--- config.mk ---
export PLATFORM = sky130hd
export DESIGN_NAME = rf_writeback
export DESIGN_NICKNAME = d
export VERILOG_FILES = /design/src/rtl/rf_pkg.sv /design/src/rtl/wb_fifo.sv /design/src/rtl/rf_writeback.sv
export SDC_FILE = /design/constraint.sdc
export NUM_CORES = 1
export LEC_CHECK = 0
export BUFFER_PORTS_ARGS = -buffer_cell sky130_fd_sc_hd__buf_2
export CORE_MARGIN = 5
export CORE_UTILIZATION = 47
export DETAILED_ROUTE_END_ITERATION = 8
export PLACE_DENSITY = 0.7
export SYNTH_ARGS = -nofsm -noshare
export SYNTH_HDL_FRONTEND = slang
export SYNTH_SLANG_ARGS = --single-unit
--- constraint.sdc ---
create_clock -name clk -period 2.88 [get_ports clk]
set_clock_uncertainty 0.2 [all_clocks]
set_input_delay 0 -clock clk [delete_from_list [all_inputs] [get_ports clk]]
set_output_delay 0 -clock clk [all_outputs]
set_load 0.005 [all_outputs]
--- src/rtl/rf_pkg.sv ---
// rf_pkg: shared sizing, request type and source encoding for the writeback path
package rf_pkg;
  localparam int NUM_REGS = 64;
  localparam int DATA_W = 32;
  localparam int ADDR_W = 6;
  localparam int WB_FIFO_DEPTH = 4;
  typedef struct packed {
    logic [ADDR_W-1:0] addr;
    logic [DATA_W-1:0] data;
  } wb_req_t;
  typedef enum logic {SRC_ALU, SRC_LSU} src_e;
endpackage

--- src/rtl/wb_fifo.sv ---
// wb_fifo: small circular buffer holding one source's pending writeback requests
module wb_fifo #(
  parameter int DEPTH = 4,
  parameter int WIDTH = 38,
  localparam int PW = DEPTH > 1 ? $clog2(DEPTH) : 1,
  localparam int CW = $clog2(DEPTH + 1)
) (
  input  logic             clk,
  input  logic             reset,
  input  logic             push,
  input  logic [WIDTH-1:0] din,
  input  logic             pop,
  output logic [WIDTH-1:0] dout,
  output logic             full,
  output logic             empty,
  output logic [CW-1:0]    count
);
  logic [WIDTH-1:0] mem [DEPTH];
  logic [PW-1:0] wr, rd;
  logic do_push, do_pop;
  function automatic logic [PW-1:0] inc(input logic [PW-1:0] p);
    return p == PW'(DEPTH - 1) ? '0 : PW'(p + 1'b1);
  endfunction
  assign full = count == CW'(DEPTH);
  assign empty = count == '0;
  assign do_push = push && !full;
  assign do_pop = pop && !empty;
  assign dout = mem[rd];
  always_ff @(posedge clk) begin
    if (do_push) mem[wr] <= din;
  end
  always_ff @(posedge clk) begin
    if (reset) begin
      wr <= '0;
      rd <= '0;
      count <= '0;
    end else begin
      if (do_push) wr <= inc(wr);
      if (do_pop) rd <= inc(rd);
      count <= count + CW'(do_push) - CW'(do_pop);
    end
  end
endmodule

--- src/rtl/rf_writeback.sv ---
// rf_writeback: merges ALU and LSU results onto one register-file write port
// with round-robin arbitration and a pending-register scoreboard.
module rf_writeback #(
  parameter int NUM_REGS = rf_pkg::NUM_REGS,
  parameter int DATA_W = rf_pkg::DATA_W,
  parameter int ADDR_W = rf_pkg::ADDR_W,
  parameter int FIFO_DEPTH = rf_pkg::WB_FIFO_DEPTH
) (
  input  logic              clk,
  input  logic              reset,
  input  logic              alu_valid,
  output logic              alu_ready,
  input  logic [ADDR_W-1:0] alu_waddr,
  input  logic [DATA_W-1:0] alu_wdata,
  input  logic              lsu_valid,
  output logic              lsu_ready,
  input  logic [ADDR_W-1:0] lsu_waddr,
  input  logic [DATA_W-1:0] lsu_wdata,
  input  logic              iss_valid,
  input  logic [ADDR_W-1:0] iss_waddr,
  input  logic [ADDR_W-1:0] pend_raddr_0,
  input  logic [ADDR_W-1:0] pend_raddr_1,
  output logic              pend_0,
  output logic              pend_1,
  output logic              write_en,
  output logic [ADDR_W-1:0] waddr,
  output logic [DATA_W-1:0] wdata
);
  import rf_pkg::*;
  localparam int W = ADDR_W + DATA_W;
  localparam int CW = $clog2(FIFO_DEPTH + 1);
  logic [W-1:0] alu_head, lsu_head;
  logic [CW-1:0] alu_cnt, lsu_cnt;
  logic alu_full, lsu_full, alu_empty, lsu_empty, alu_pop, lsu_pop, both;
  logic [NUM_REGS-1:0] pending, set_mask, clr_mask;
  src_e rr;
  assign alu_ready = !alu_full && !reset;
  assign lsu_ready = !lsu_full && !reset;
  wb_fifo #(.DEPTH(FIFO_DEPTH), .WIDTH(W)) u_alu_fifo (
    .clk(clk), .reset(reset), .push(alu_valid && alu_ready), .din({alu_waddr, alu_wdata}),
    .pop(alu_pop), .dout(alu_head), .full(alu_full), .empty(alu_empty), .count(alu_cnt)
  );
  wb_fifo #(.DEPTH(FIFO_DEPTH), .WIDTH(W)) u_lsu_fifo (
    .clk(clk), .reset(reset), .push(lsu_valid && lsu_ready), .din({lsu_waddr, lsu_wdata}),
    .pop(lsu_pop), .dout(lsu_head), .full(lsu_full), .empty(lsu_empty), .count(lsu_cnt)
  );
  // rr only matters (and only advances) when both heads compete
  assign both = !alu_empty && !lsu_empty;
  assign alu_pop = !alu_empty && (lsu_empty || rr == SRC_ALU);
  assign lsu_pop = !lsu_empty && (alu_empty || rr == SRC_LSU);
  assign set_mask = iss_valid ? NUM_REGS'(1) << iss_waddr : '0;
  assign clr_mask = write_en ? NUM_REGS'(1) << waddr : '0;
  assign pend_0 = pending[pend_raddr_0];
  assign pend_1 = pending[pend_raddr_1];
  always_ff @(posedge clk) begin
    if (reset) begin
      write_en <= 1'b0;
      waddr <= '0;
      wdata <= '0;
      rr <= SRC_ALU;
      pending <= '0;
    end else begin
      write_en <= alu_pop || lsu_pop;
      if (alu_pop || lsu_pop) {waddr, wdata} <= alu_pop ? alu_head : lsu_head;
      if (both) rr <= rr == SRC_ALU ? SRC_LSU : SRC_ALU;
      pending <= (pending & ~clr_mask) | set_mask;
    end
  end
  a_cnt_bound: assert property (@(posedge clk) disable iff (reset)
    alu_cnt <= CW'(FIFO_DEPTH) && lsu_cnt <= CW'(FIFO_DEPTH));
endmodule

---- Word-level counts from Yosys, hierarchy flattened ----
Memories as Yosys holds them, arrays and structs flattened. A register that Yosys moved wholly into a read port is not among the register bits.
Cells that the tools add are included.
word-level totals
  memory bits (writable) .................. 304
  bits of input ports ..................... 99
  memories ................................ 2
  output and inout bits ................... 43
  register bits after elaboration ......... 118
  word-level logic and storage cells ...... 76
operators by class
  reduce and logical (&&, ||, !) cells .... 21
  $add $sub $neg .......................... 8
  bitwise logic cells ..................... 4
  shift-type cells ........................ 2
  equality and inequality tests ........... 6
  $lt $le $gt $ge ......................... 2
  multiplexer cells ....................... 20
memory list
  memory          depth  bits a word  read ports  clocked after memory_dff  write ports  RTL line       RTL
  u_alu_fifo.mem  4      38           1           1                         1            wb_fifo.sv:18  logic [WIDTH-1:0] mem [DEPTH];
  u_lsu_fifo.mem  4      38           1           1                         1            wb_fifo.sv:18
operators by type and width
  kind                    count
  $mux W64                2
  $shl A1 B6 Y64 const A  2
  $and A64 B64 Y64        1
  $not A64 Y64            1
  $or A64 B64 Y64         1
  $mux W38                1
  $mux W2                 8
  $lt A6 B7 Y1 const B    2
  $bmux W1 S6             2
  $logic_and A1 B1 Y1     11
  $add A2 B1 Y2 const B   4
  $eq A2 B2 Y1 const B    4
  $mux W1                 7
  $add A3 B1 Y3           2
  $eq A3 B3 Y1 const B    2
  $logic_not A3 Y1        2
  $sub A3 B1 Y3           2
  $logic_not A1 Y1        5
  $logic_or A1 B1 Y1      3
  $not A1 Y1              1

---- Logic depth before layout (Yosys ltp) ----
Gate-level depths: netlist of the first run.
  depth after elaboration ................. 7
  depth in mapped cells ................... 13
  mapped depth without buffers ............ 11

---- Cells and area by module ----
Synthesis of the first run repeated with hierarchy kept, for this count alone.
second synthesis, totals
  cells, all modules ...................... 1,095
  area, all modules ....................... 17,222.8 µm²
by module, submodules not included
  module                sequential area each (µm²)  times used  area an instance (µm²)  cells each
  wb_fifo (u_lsu_fifo)  4,744.6                     1           5,959.5                 249
  wb_fifo (u_alu_fifo)  4,744.6                     1           5,958.2                 248
  rf_writeback          2,082.0                     1           5,305.1                 598

---- Worst setup path before layout of the first run ----
OpenSTA, ideal clock, no wires.
  path kind ............................... register to register
  from .................................... reg u_lsu_fifo.count[1]
  to ...................................... reg u_alu_fifo.count[2]
  clock period less this slack ............ 2.758 ns
  stages on the path, launching flop included .. 14
  library setup time ...................... 0.128 ns
  arrival time ............................ 2.430 ns
  required time ........................... 2.552 ns
  path slack .............................. 0.122 ns
  path buffers ............................ 2
  cell sequence ........................... dfxtp_1 > or3_1 > a21o_1 > buf_2 > buf_2 > inv_1 > ha_1 > inv_1 > ha_1 > inv_1 > fa_1 > xor2_1 > xnor2_1 > nor2_1
between the ends
  longest elaborated chain between the ends .. 5
ends and longest elaborated chain
  what                         RTL line            RTL
  start: declaration           wb_fifo.sv:16       output logic [CW-1:0] count
  start signal: assignment     wb_fifo.sv:40       count <= count + CW'(do_push) - CW'(do_pop);
  $logic_not A3 Y1             wb_fifo.sv:25       assign empty = count == '0;
  $logic_or A1 B1 Y1           rf_writeback.sv:49  assign alu_pop = !alu_empty && (lsu_empty || rr == SRC_ALU);
  $logic_and A1 B1 Y1          rf_writeback.sv:49
  $logic_and A1 B1 Y1          wb_fifo.sv:27       assign do_pop = pop && !empty;
  named net u_alu_fifo.do_pop  wb_fifo.sv:20       logic do_push, do_pop;
  $sub A3 B1 Y3                wb_fifo.sv:40
  end signal: assignment       wb_fifo.sv:40
  end: declaration             wb_fifo.sv:16
The timed path passes the listed nets, and every way through them passes these cells.
A chain may end at the register's enable or synchronous reset.

---- Worst setup path in the final report of the first run ----
  from .................................... in iss_waddr[0]
  to ...................................... reg pending[0]
between the ends
  longest elaborated chain between the ends .. 3
ends and longest elaborated chain
  what                    RTL line            RTL
  start: declaration      rf_writeback.sv:20  input logic [ADDR_W-1:0] iss_waddr,
  $shl A1 B6 Y64          rf_writeback.sv:51  assign set_mask = iss_valid ? NUM_REGS'(1) << iss_waddr : '0;
  $mux W64                rf_writeback.sv:51
  $or A64 B64 Y64         rf_writeback.sv:66  pending <= (pending & ~clr_mask) | set_mask;
  end signal: assignment  rf_writeback.sv:66
  end: declaration        rf_writeback.sv:35  logic [NUM_REGS-1:0] pending, set_mask, clr_mask;
Every way passes these cells.

==> results of run 1 <==
## routing by layer
layer / wire length (um) / share of wire [%]
met1: 16600 / 40
met2: 21300 / 51
met3: 2930 / 7.0
met4: 838 / 2.0
met5: 0 / 0
## how the worst max path moves through the flow
stage,from,endpoint,slack [ns]
floorplan,u_lsu_fifo.count[1],u_alu_fifo.count[2],0.12
global placement,u_lsu_fifo.count[1],u_alu_fifo.count[2],0.33
detailed placement,u_lsu_fifo.count[1],u_alu_fifo.count[2],0.25
CTS,iss_waddr[0],pending[0],0.21
global route,iss_waddr[0],pending[0],0.01
finish,iss_waddr[0],pending[0],0.05
## cells by family (layout without fill, tap and decap cells)
kind of cell / after synthesis / after routing
AO/OA/AOI/OAI: 190 / 190
flip-flops: 426 / 426
adder cells (fa/ha/maj): 16 / 16
XOR/XNOR: 4 / 4
other: 0 / 1
buffers and inverters: 79 / 383
AND/OR/NAND/NOR: 224 / 224
multiplexers: 161 / 161
## layout make-up
cell class,instances,share of cell area [%]
sequential,426,54.7
multi-input combinational,595,24.9
timing repair buffer,289,10.8
clock buffer,57,5.43
tap,468,2.77
clock inverter,23,1.10
inverter,14,0.248
antenna,1,0.0118
## state kept, by name (all words and copies together) (netlist names), named ones only
signal	cells
u_alu_fifo.mem	152
u_lsu_fifo.mem	152
pending	64
wdata	32
waddr	6
u_alu_fifo.count	3
u_lsu_fifo.count	3
u_alu_fifo.rd	2
u_alu_fifo.wr	2
u_lsu_fifo.rd	2
u_lsu_fifo.wr	2
rr	1
write_en	1
## placed cells by master, fill, tap and decap left out, drive strengths merged, types with 14 or more instances in the layout
| cell type | netlist | final |
|---|---|---|
| a21oi | 73 | 73 |
| nand2 | 130 | 130 |
| inv | 14 | 17 |
| buf | 22 | 165 |
| dlygate4sd3 | 0 | 124 |
| dfxtp | 122 | 122 |
| mux2i | 52 | 52 |
| nor2 | 23 | 23 |
| ha | 14 | 14 |
| mux4 | 108 | 108 |
| clkbuf | 43 | 57 |
| o21ai | 104 | 104 |
| edfxtp | 304 | 304 |
| clkinv | 0 | 16 |
## stage by stage
step                      worst slack (ns)  cells
final                               0.0547   1873
after global routing                0.0137   1872
after CTS                            0.206   1872
after detailed placement             0.254   1668
after global placement               0.331   1668
after floorplan                      0.122   1100
## synthesized netlist by cell type, types with 6 or more instances
master | number | area share [%]
edfxtp_1 | 304 | 53
nand2_1 | 130 | 2.8
dfxtp_1 | 122 | 14
o21ai_0 | 104 | 3.0
mux4_2 | 96 | 13
a21oi_1 | 73 | 2.1
mux2i_1 | 52 | 3.0
clkbuf_1 | 41 | 0.90
nor2_1 | 23 | 0.50
buf_2 | 18 | 0.52
ha_1 | 14 | 1.0
inv_1 | 14 | 0.31
mux4_1 | 12 | 1.8
nor2b_1 | 12 | 0.44
and3_1 | 10 | 0.36
nand3_1 | 10 | 0.29
nor3_1 | 10 | 0.29
nand2b_1 | 6 | 0.22
## what timing repair did
item                                    in CTS  in global routing
hold endpoints to repair                   551                  0
buffers inserted                             0                  0
endpoints found under the setup margin       0                  0
hold buffers                               124                  0
## power groups by stage
stage               Combinational [mW]  Sequential (mW)  Clock [mW]
floorplan                         2.66             7.51           0
global placement                  3.79             7.66           0
detailed placement                3.86             7.69           0
CTS                               4.00             7.57        5.56
global route                      4.35             7.64        5.84
finish                            3.98             7.58        5.49
## worst max-delay path: cells and delay by family
family / cells / cell delay (ns)
AND/OR/NAND/NOR: 4 / 0.42
AO/OA/AOI/OAI: 1 / 0.14
buffers and inverters: 5 / 2.55
==> reports/results.md, run 1 <==
* result of the run: completed
* nets in the synthesized netlist: 1215
* Filler Cells Inserted: 2716
* max-cap viol count: 0
* total number of placement rows: 70
* sequential share of power: 44.5%
* hold-critical path depth: 2
* depth of the CTS H-tree: 2
* largest family of logic cells by synthesized area: multiplexers
* routed vias/inst: 5.72
* Area Overhead vs Synth: 23.1%
* maximum ir drop on the vdd rail: 0.000637 V
* layer with the highest usage: met2
* Clk pwr share: 32.2%
* DRC violations left: 0
* final global-route overflow total: 0
* Clock Tree Root: clkbuf_16
* met2 Usage GRT: 35.7%
* effective utilization at floorplan: 47.3%
* placed standard-cell area: 18500 um2
* Die Area: 40500 um2
* classification of the worst-slack hold path: in2reg
* combined area of all synthesized cells: 17200 um2
* static power due to leakage: 7.39 nW
* part of the total power dissipated in combinational logic: 23.3%
* Worst Setup End Kind: register
* endpoints failing setup: 0
* cts bufs inserted: 43
* number of warnings printed during yosys synthesis: 0
* endpoint of the lowest-slack register-to-register path: u_alu_fifo.count[2]
* remaining antenna violation count: 0
* met3 routing resource usage after global routing: 3.58%
* setup slack, reg-to-reg: 0.25 ns
* final count of hold timing violations: 0
* net switching component of the power: 4.81 mW
* count of buffers from port buffering: 141
* maximum number of pins on one net before global-route repair: 42
* power density over cell area: 806 nW/um2
* mean post-synth cell area: 15.6 um2
* kind of critical path: in2reg
* arrival time of data at the critical path endpoint: 3.11 ns
* Multi-input gate area: 5270 um2
* CTS tree: done
* setup repair after global routing missed its margin: no
* ratio of cells with drive above 1 in the final layout: 24.3%
* mux contribution to synthesized area: 17.5%
* Top FF cell, synth: edfxtp_1
* post-synthesis compound-gate area fraction: 5.72%
* slowest cell on the critical path: dlygate4sd3_1
* Slew Limit Fails: 0
* die extent in y: 201 um
* area share of fa/ha/maj cells after synthesis: 1.25%
* Max Buffers Root-to-Sink: 3
* initial antenna violation count: 0
* vias in the first global route: 11300
* parity-gate share of the synthesized area counting xor and xnor cells: 0.204%
* end point of the most critical hold path: u_lsu_fifo.mem[2][25]
* initial detailed-routing violation count: 897
* Highest Clock Rate: 354 MHz
* crit path max fanout: 9
* total clock sinks: 426
* net switching fraction of the power: 28.2%
* gpl congestion: 0.953
* Reg2Reg Depth: 11
* start point of the worst hold path: lsu_wdata[25]
* Async S/R FF share, synth: 0%
* Tot Pwr: 17.0 mW
* Die X: 201 um
* Internal Pwr Total: 12.2 mW
* source-to-sink clock delay at the later pin of the worst-skew pair: 0.54 ns
* post-route core utilization: 58.2%
* Worst EP required: 3.16 ns
* longest individual stage delay on the worst path: 0.67 ns
* origin of the critical flop-to-flop path: u_lsu_fifo.count[1]
* Final Hold Slack: 0.0266 ns
* count of state elements after synthesis: 426
* Post-synth EDFFs: 304
* total routed wirelength: 41700 um
* I/O Pins: 142
* Via Count: 10700
* total routing usage reported by global routing: 20.4%
* Register Area: 11600 um2
* final period utilization: 98.1%
* wire length of the first global-routing pass: 65000 um
* post-synthesis share of cell area spent on and, or, nand and nor gates: 5.88%
* Cell variety after synth: 44
* number of instances in the synthesized netlist: 1100
* final sum of negative setup slack: 0 ns
* CP Launch Type: primary input
* count of cells resized by post-cts repair: 0
* TritonRoute pass-1 iters: 5
* cell repeated most along the worst path: dlygate4sd3_1
* transition at the pin with the smallest max-transition slack: 0.833 ns
* WL/cell: 22.2 um
* cell chain of the critical path: dlygate4sd3_1 -> buf_2 -> nor2_1 -> nand2_1 -> nor3_1 -> dlygate4sd3_1 -> nand2_1 -> dlygate4sd3_1 -> a21oi_1 -> dlygate4sd3_1
* total number of nets in the final design: 1484
* fraction of the yosys area taken by sequential cells: 67.3%
* clock slew at the register clock pins of the worst setup and hold paths: 0.06 ns
* global routing met1 resource utilization: 26.8%
* Rel. slew slack: 44.2%
* Floorplan Core Area: 36300 um2
* Layout Cell Area excl Fill: 21200 um2
* clock period minus worst slack: 2.83 ns
* Final HPWL DP: 25600 um
No activity file was read; power rests on OpenSTA's default activity.
==> run 2: changes to the inputs <==
ABC_AREA = 1   (was not set)
ABC_CLOCK_PERIOD_IN_PS = 2880   (was not set)
PLACE_DENSITY = 0.69   (was 0.7)
==> reports/results.md, run 2 <==
* effective utilization at floorplan: 47.5%
* vias in the first global route: 14300
* cts bufs inserted: 44
* Die X: 205 um
* ratio of cells with drive above 1 in the final layout: 13.9%
* clock slew at the register clock pins of the worst setup and hold paths: 0.06 ns
* Clk pwr share: 31.6%
* Slew Limit Fails: 0
* final period utilization: 94.7%
* I/O Pins: 142
* initial antenna violation count: 5
* fraction of the yosys area taken by sequential cells: 64.6%
* max-cap viol count: 0
* kind of critical path: in2reg
* final global-route overflow total: 0
* Die Area: 42100 um2
* remaining antenna violation count: 0
* final count of hold timing violations: 0
* Via Count: 14500
* sequential share of power: 41.0%
* arrival time of data at the critical path endpoint: 3.02 ns
* CP Launch Type: primary input
* most common cell after layout, fill and taps aside: nand2_1
* Worst EP required: 3.17 ns
* number of warnings printed during yosys synthesis: 0
* routed vias/inst: 5.64
* total number of nets in the final design: 2136
* Inst Count DP: 2331
* TritonRoute pass-1 iters: 6
* count of buffers from port buffering: 141
* Rel. slew slack: 43.9%
* initial detailed-routing violation count: 1583
* result of the run: completed
* die extent in y: 205 um
* registers with the highest flip-flop counts: u_alu_fifo.mem x152, u_lsu_fifo.mem x152, pending x64
* Post-synth EDFFs: 304
* Highest Clock Rate: 367 MHz
* Area Overhead vs Synth: 24.4%
* combined area of all synthesized cells: 17900 um2
* crit path max fanout: 4
* wire length of the first global-routing pass: 78300 um
* depth of the CTS H-tree: 2
* CTS tree: done
* Async S/R FF share, synth: 0%
* Tot Pwr: 18.4 mW
* Cell variety after synth: 35
* Final Hold Slack: 0.0103 ns
* nets in the synthesized netlist: 1867
* DRC violations left: 0
* Max Buffers Root-to-Sink: 3
* largest area contributor in the synthesized netlist: edfxtp_1
* Worst Setup End Kind: register
* most numerous cell in the Yosys netlist: nand2_1
* total clock sinks: 426
* net switching fraction of the power: 33.7%
* most common library cells after synthesis: nand2_1, edfxtp_1, nor2_1
* classification of the worst-slack hold path: in2reg
* mean post-synth cell area: 10.2 um2
* final sum of negative setup slack: 0 ns
* maximum ir drop on the vdd rail: 0.000750 V
* area share of the largest cell type after synthesis: 51.0%
* post-route non-filler standard cell count: 2570
* endpoints failing setup: 0
* total routing usage reported by global routing: 23.7%
* commonest cells after routing, fill and taps aside: nand2_1, edfxtp_1, o21ai_0, nor2_1, nand3_1
* Internal Pwr Total: 12.2 mW
* source-to-sink clock delay at the later pin of the worst-skew pair: 0.58 ns
* total routed wirelength: 50300 um
* transition at the pin with the smallest max-transition slack: 0.838 ns
* Top FF cell, synth: edfxtp_1
* setup repair after global routing missed its margin: no
* number of instances in the synthesized netlist: 1752
* total number of placement rows: 71
* gpl congestion: 0.888
* Final HPWL DP: 30300 um
* Floorplan Core Area: 37700 um2
* synth top area cells: edfxtp_1, dfxtp_1, o21ai_0, nand2_1, nor2_1
* clock period minus worst slack: 2.73 ns
* WL/cell: 19.6 um
* count of state elements after synthesis: 426
* net switching component of the power: 6.21 mW
* maximum number of pins on one net before global-route repair: 77
* Clock Tree Root: clkbuf_16
* static power due to leakage: 8.03 nW
* part of the total power dissipated in combinational logic: 27.5%
* power density over cell area: 827 nW/um2
[run 2: cell types whose count changed after synthesis, sizes merged, moves of 31 or more]
cell | before | now
nand2 | 130 | 309
mux2i | 52 | 5
mux4 | 108 | 0
nand3 | 10 | 161
buf | 22 | 60
o21ai | 104 | 238
nor2 | 23 | 241
inv | 14 | 55
o211ai | 0 | 31
o221ai | 0 | 31
[run 2: final cells by class]
cell class	instances	area (um2)
inverter	58	225
multi-input combinational	1153	5640
tap	511	639
clock buffer	60	1240
antenna	3	7.51
sequential	426	11600
clock inverter	21	256
timing repair buffer	338	2690
fill	3060	15400
[run 2: kinds of logic (layout without fill, tap and decap cells)]
family                     Yosys count  after routing  share of synthesized area (%)
adders and majority gates           16             16                           1.20
AOI/OAI and AO/OA                  389            389                           12.4
muxes                                5              5                          0.279
other                                0              3                              0
and+or+nand+nor                    741            741                           17.1
DFF                                426            426                           64.6
xor gates and xnor gates             2              2                         0.0978
buffers and inverters              173            477                           4.27
[run 2: layer usage]
| metal | up-vias | GRT usage (%) | part of all wire [%] |
|---|---|---|---|
| li1 | 6732 | - | - |
| met1 | 6888 | 29.6 | 38 |
| met2 | 707 | 40.2 | 50 |
| met3 | 154 | 3.97 | 7.4 |
| met4 | 4 | 11.1 | 4.8 |
| met5 | - | 0 | 0.050 |
[run 2: per-stage QoR]
stage / util, % / cell area, um2 / setup slack (ns)
2_1_floorplan: - / 17900 / -0.323
3_3_place_gp: 51.0 / 19200 / 0.464
3_5_place_dp: 51.0 / 19200 / 0.486
4_1_cts: 59.0 / 22200 / 0.154
5_1_grt: 59.1 / 22300 / 0.0264
6_report: 59.1 / 22300 / 0.154
[run 2: final timing paths]
kind	start	endpoint	slack (ns)	cells after the start
max	iss_waddr[0]	pending[54]	0.15	10
min	lsu_wdata[4]	u_lsu_fifo.mem[1][4]	0.01	2
max reg2reg	u_alu_fifo.count[1]	u_lsu_fifo.count[2]	0.46	13
min reg2reg	wdata[21]	wdata[21]	0.26	2
[run 2: worst max-delay path: stages]
cell	delay (ns)
dlygate4sd3_1	0.52
buf_2	0.17
clkinvlp_4	0.10
nand3_1	0.06
dlygate4sd3_1	0.58
nor3_1	0.16
dlygate4sd3_1	0.60
nand2_1	0.05
dlygate4sd3_1	0.59
a21oi_1	0.19
[run 2: power groups by stage]
stage	clock (mW)	combinational [mW]	sequential (mW)
after floorplan	0	3.13	7.52
after global placement	0	4.76	7.64
after detailed placement	0	4.86	7.65
after CTS	5.88	5.04	7.53
after global routing	6.15	5.60	7.59
final	5.82	5.06	7.55
[run 2: timing repair]
item / CTS / global route
setup buffers: 0 / 3
endpoints found under the setup margin: 0 / 1
hold buffers: 152 / 0
resized for setup: 0 / 2
hold endpoints to repair: 386 / 0
==> run 3: changes to the inputs <==
RECOVER_POWER = 100   (was not set)
==> reports/results.md, run 3 (synthesis results as in run 2) <==
* post-route core utilization: 58.5%
* endpoints failing setup: 0
* Layout Cell Area excl Fill: 22000 um2
* kind of critical path: in2reg
* result of the run: completed
* Rel. slew slack: 23.6%
* setup repair after global routing missed its margin: no
* Filler Cells Inserted: 3122
* Area Overhead vs Synth: 23.1%
* sequential share of power: 41.3%
* net switching fraction of the power: 33.8%
* remaining antenna violation count: 0
* Clk pwr share: 31.8%
* Final HPWL DP: 30300 um
* max-cap viol count: 0
* depth of the CTS H-tree: 2
* final period utilization: 94.0%
* I/O Pins: 142
* cell repeated most along the worst path: dlygate4sd3_1
* registers with the highest flip-flop counts: u_alu_fifo.mem x152, u_lsu_fifo.mem x152, pending x64
* cts bufs inserted: 44
* routed vias/inst: 5.66
* commonest cells after routing, fill and taps aside: nand2_1, edfxtp_1, o21ai_0, nor2_1, nand3_1
* final count of hold timing violations: 0
* Clock Tree Root: clkbuf_16
* Worst Setup End Kind: register
* maximum number of pins on one net before global-route repair: 77
* Final Hold Slack: 0.0545 ns
* total clock sinks: 426
* classification of the worst-slack hold path: in2reg
* Highest Clock Rate: 369 MHz
* Die Area: 42100 um2
* source-to-sink clock delay at the later pin of the worst-skew pair: 0.58 ns
* power density over cell area: 829 nW/um2
* clock slew at the register clock pins of the worst setup and hold paths: 0.06 ns
* Die X: 205 um
* transition at the pin with the smallest max-transition slack: 1.15 ns
* die extent in y: 205 um
* placed standard-cell area: 19200 um2
* most common cell after layout, fill and taps aside: nand2_1
* Max Buffers Root-to-Sink: 3
* CTS tree: done
* Internal Pwr Total: 12.1 mW
* arrival time of data at the critical path endpoint: 3.00 ns
* longest individual stage delay on the worst path: 0.59 ns
* count of buffers from port buffering: 141
* WL/cell: 19.6 um
* clock period minus worst slack: 2.71 ns
* net switching component of the power: 6.18 mW
* CP Launch Type: primary input
* initial antenna violation count: 5
* total routing usage reported by global routing: 23.7%
* total number of placement rows: 71
* gpl congestion: 0.888
* maximum ir drop on the vdd rail: 0.000738 V
* wire length of the first global-routing pass: 78300 um
* static power due to leakage: 7.77 nW
* total routed wirelength: 50400 um
* Via Count: 14500
* TritonRoute pass-1 iters: 6
* crit path max fanout: 4
* ratio of cells with drive above 1 in the final layout: 10.4%
* Worst EP required: 3.17 ns
* slowest cell on the critical path: dlygate4sd3_1
* Slew Limit Fails: 0
* final global-route overflow total: 0
* Floorplan Core Area: 37700 um2
* effective utilization at floorplan: 47.5%
* initial detailed-routing violation count: 1525
* cell chain of the critical path: dlygate4sd3_1 -> buf_2 -> clkinvlp_4 -> nand3_1 -> dlygate4sd3_1 -> nor3_1 -> dlygate4sd3_1 -> nand2_1 -> dlygate4sd3_1 -> a21oi_1
* vias in the first global route: 14300
* total number of nets in the final design: 2136
* part of the total power dissipated in combinational logic: 26.9%
* DRC violations left: 0
run 3: area by class of cell:
class / instances / area [um2] / area share (%)
antenna: 2 / 5.00 / 0.0227
clock buffer: 60 / 1240 / 5.64
clock inverter: 21 / 256 / 1.16
inverter: 58 / 225 / 1.02
multi-input combinational: 1153 / 5610 / 25.5
sequential: 426 / 11600 / 52.5
tap: 511 / 639 / 2.90
timing repair buffer: 338 / 2490 / 11.3
run 3: through the flow:
step | worst slack (ns) | cells | power, mW | TNS, ns
after global routing | 0.0264 | 2569 | 19.2 | 0
after floorplan | -0.323 | 1752 | 10.6 | -85.12
after detailed placement | 0.486 | 2331 | 12.5 | 0
final | 0.172 | 2569 | 18.3 | 0
after CTS | 0.154 | 2564 | 18.4 | 0
after global placement | 0.464 | 2331 | 12.4 | 0
run 3: repair_timing:
action	4_1_cts	5_1_grt
hold endpoints to repair	386	0
gates resized for setup	0	2
setup buffers	0	3
endpoints found under the setup margin	0	1
hold buffers	152	0
run 3: worst max-delay path: cells and delay by family:
kind	cells	cell delay [ns]
buf+inv	6	2.55
compound gates	1	0.19
simple gates	3	0.26
run 3: final timing paths:
check                                         start                    end  slack [ns]  cells after the start
worst max register to register  u_alu_fifo.count[1]              wdata[20]        0.26                      7
worst min register to register            wdata[21]              wdata[21]        0.26                      2
worst max-delay path                   iss_waddr[0]            pending[54]        0.17                     10
worst min-delay path                  lsu_wdata[24]  u_lsu_fifo.mem[3][24]        0.05                      2
run 3: power groups by stage:
stage / Clock [mW] / Combinational [mW] / Sequential, mW
after CTS: 5.88 / 5.04 / 7.53
final: 5.81 / 4.91 / 7.55
after floorplan: 0 / 3.13 / 7.52
after global routing: 6.15 / 5.45 / 7.59
after detailed placement: 0 / 4.86 / 7.65
after global placement: 0 / 4.76 / 7.64
run 3: routing by layer:
| metal | vias to the layer above | wire length (um) | global-route usage, % |
|---|---|---|---|
| li1 | 6732 | - | - |
| met1 | 6946 | 19300 | 29.6 |
| met2 | 695 | 25100 | 40.2 |
| met3 | 151 | 3670 | 3.97 |
| met4 | 6 | 2320 | 11.1 |
| met5 | - | 39 | 0 |
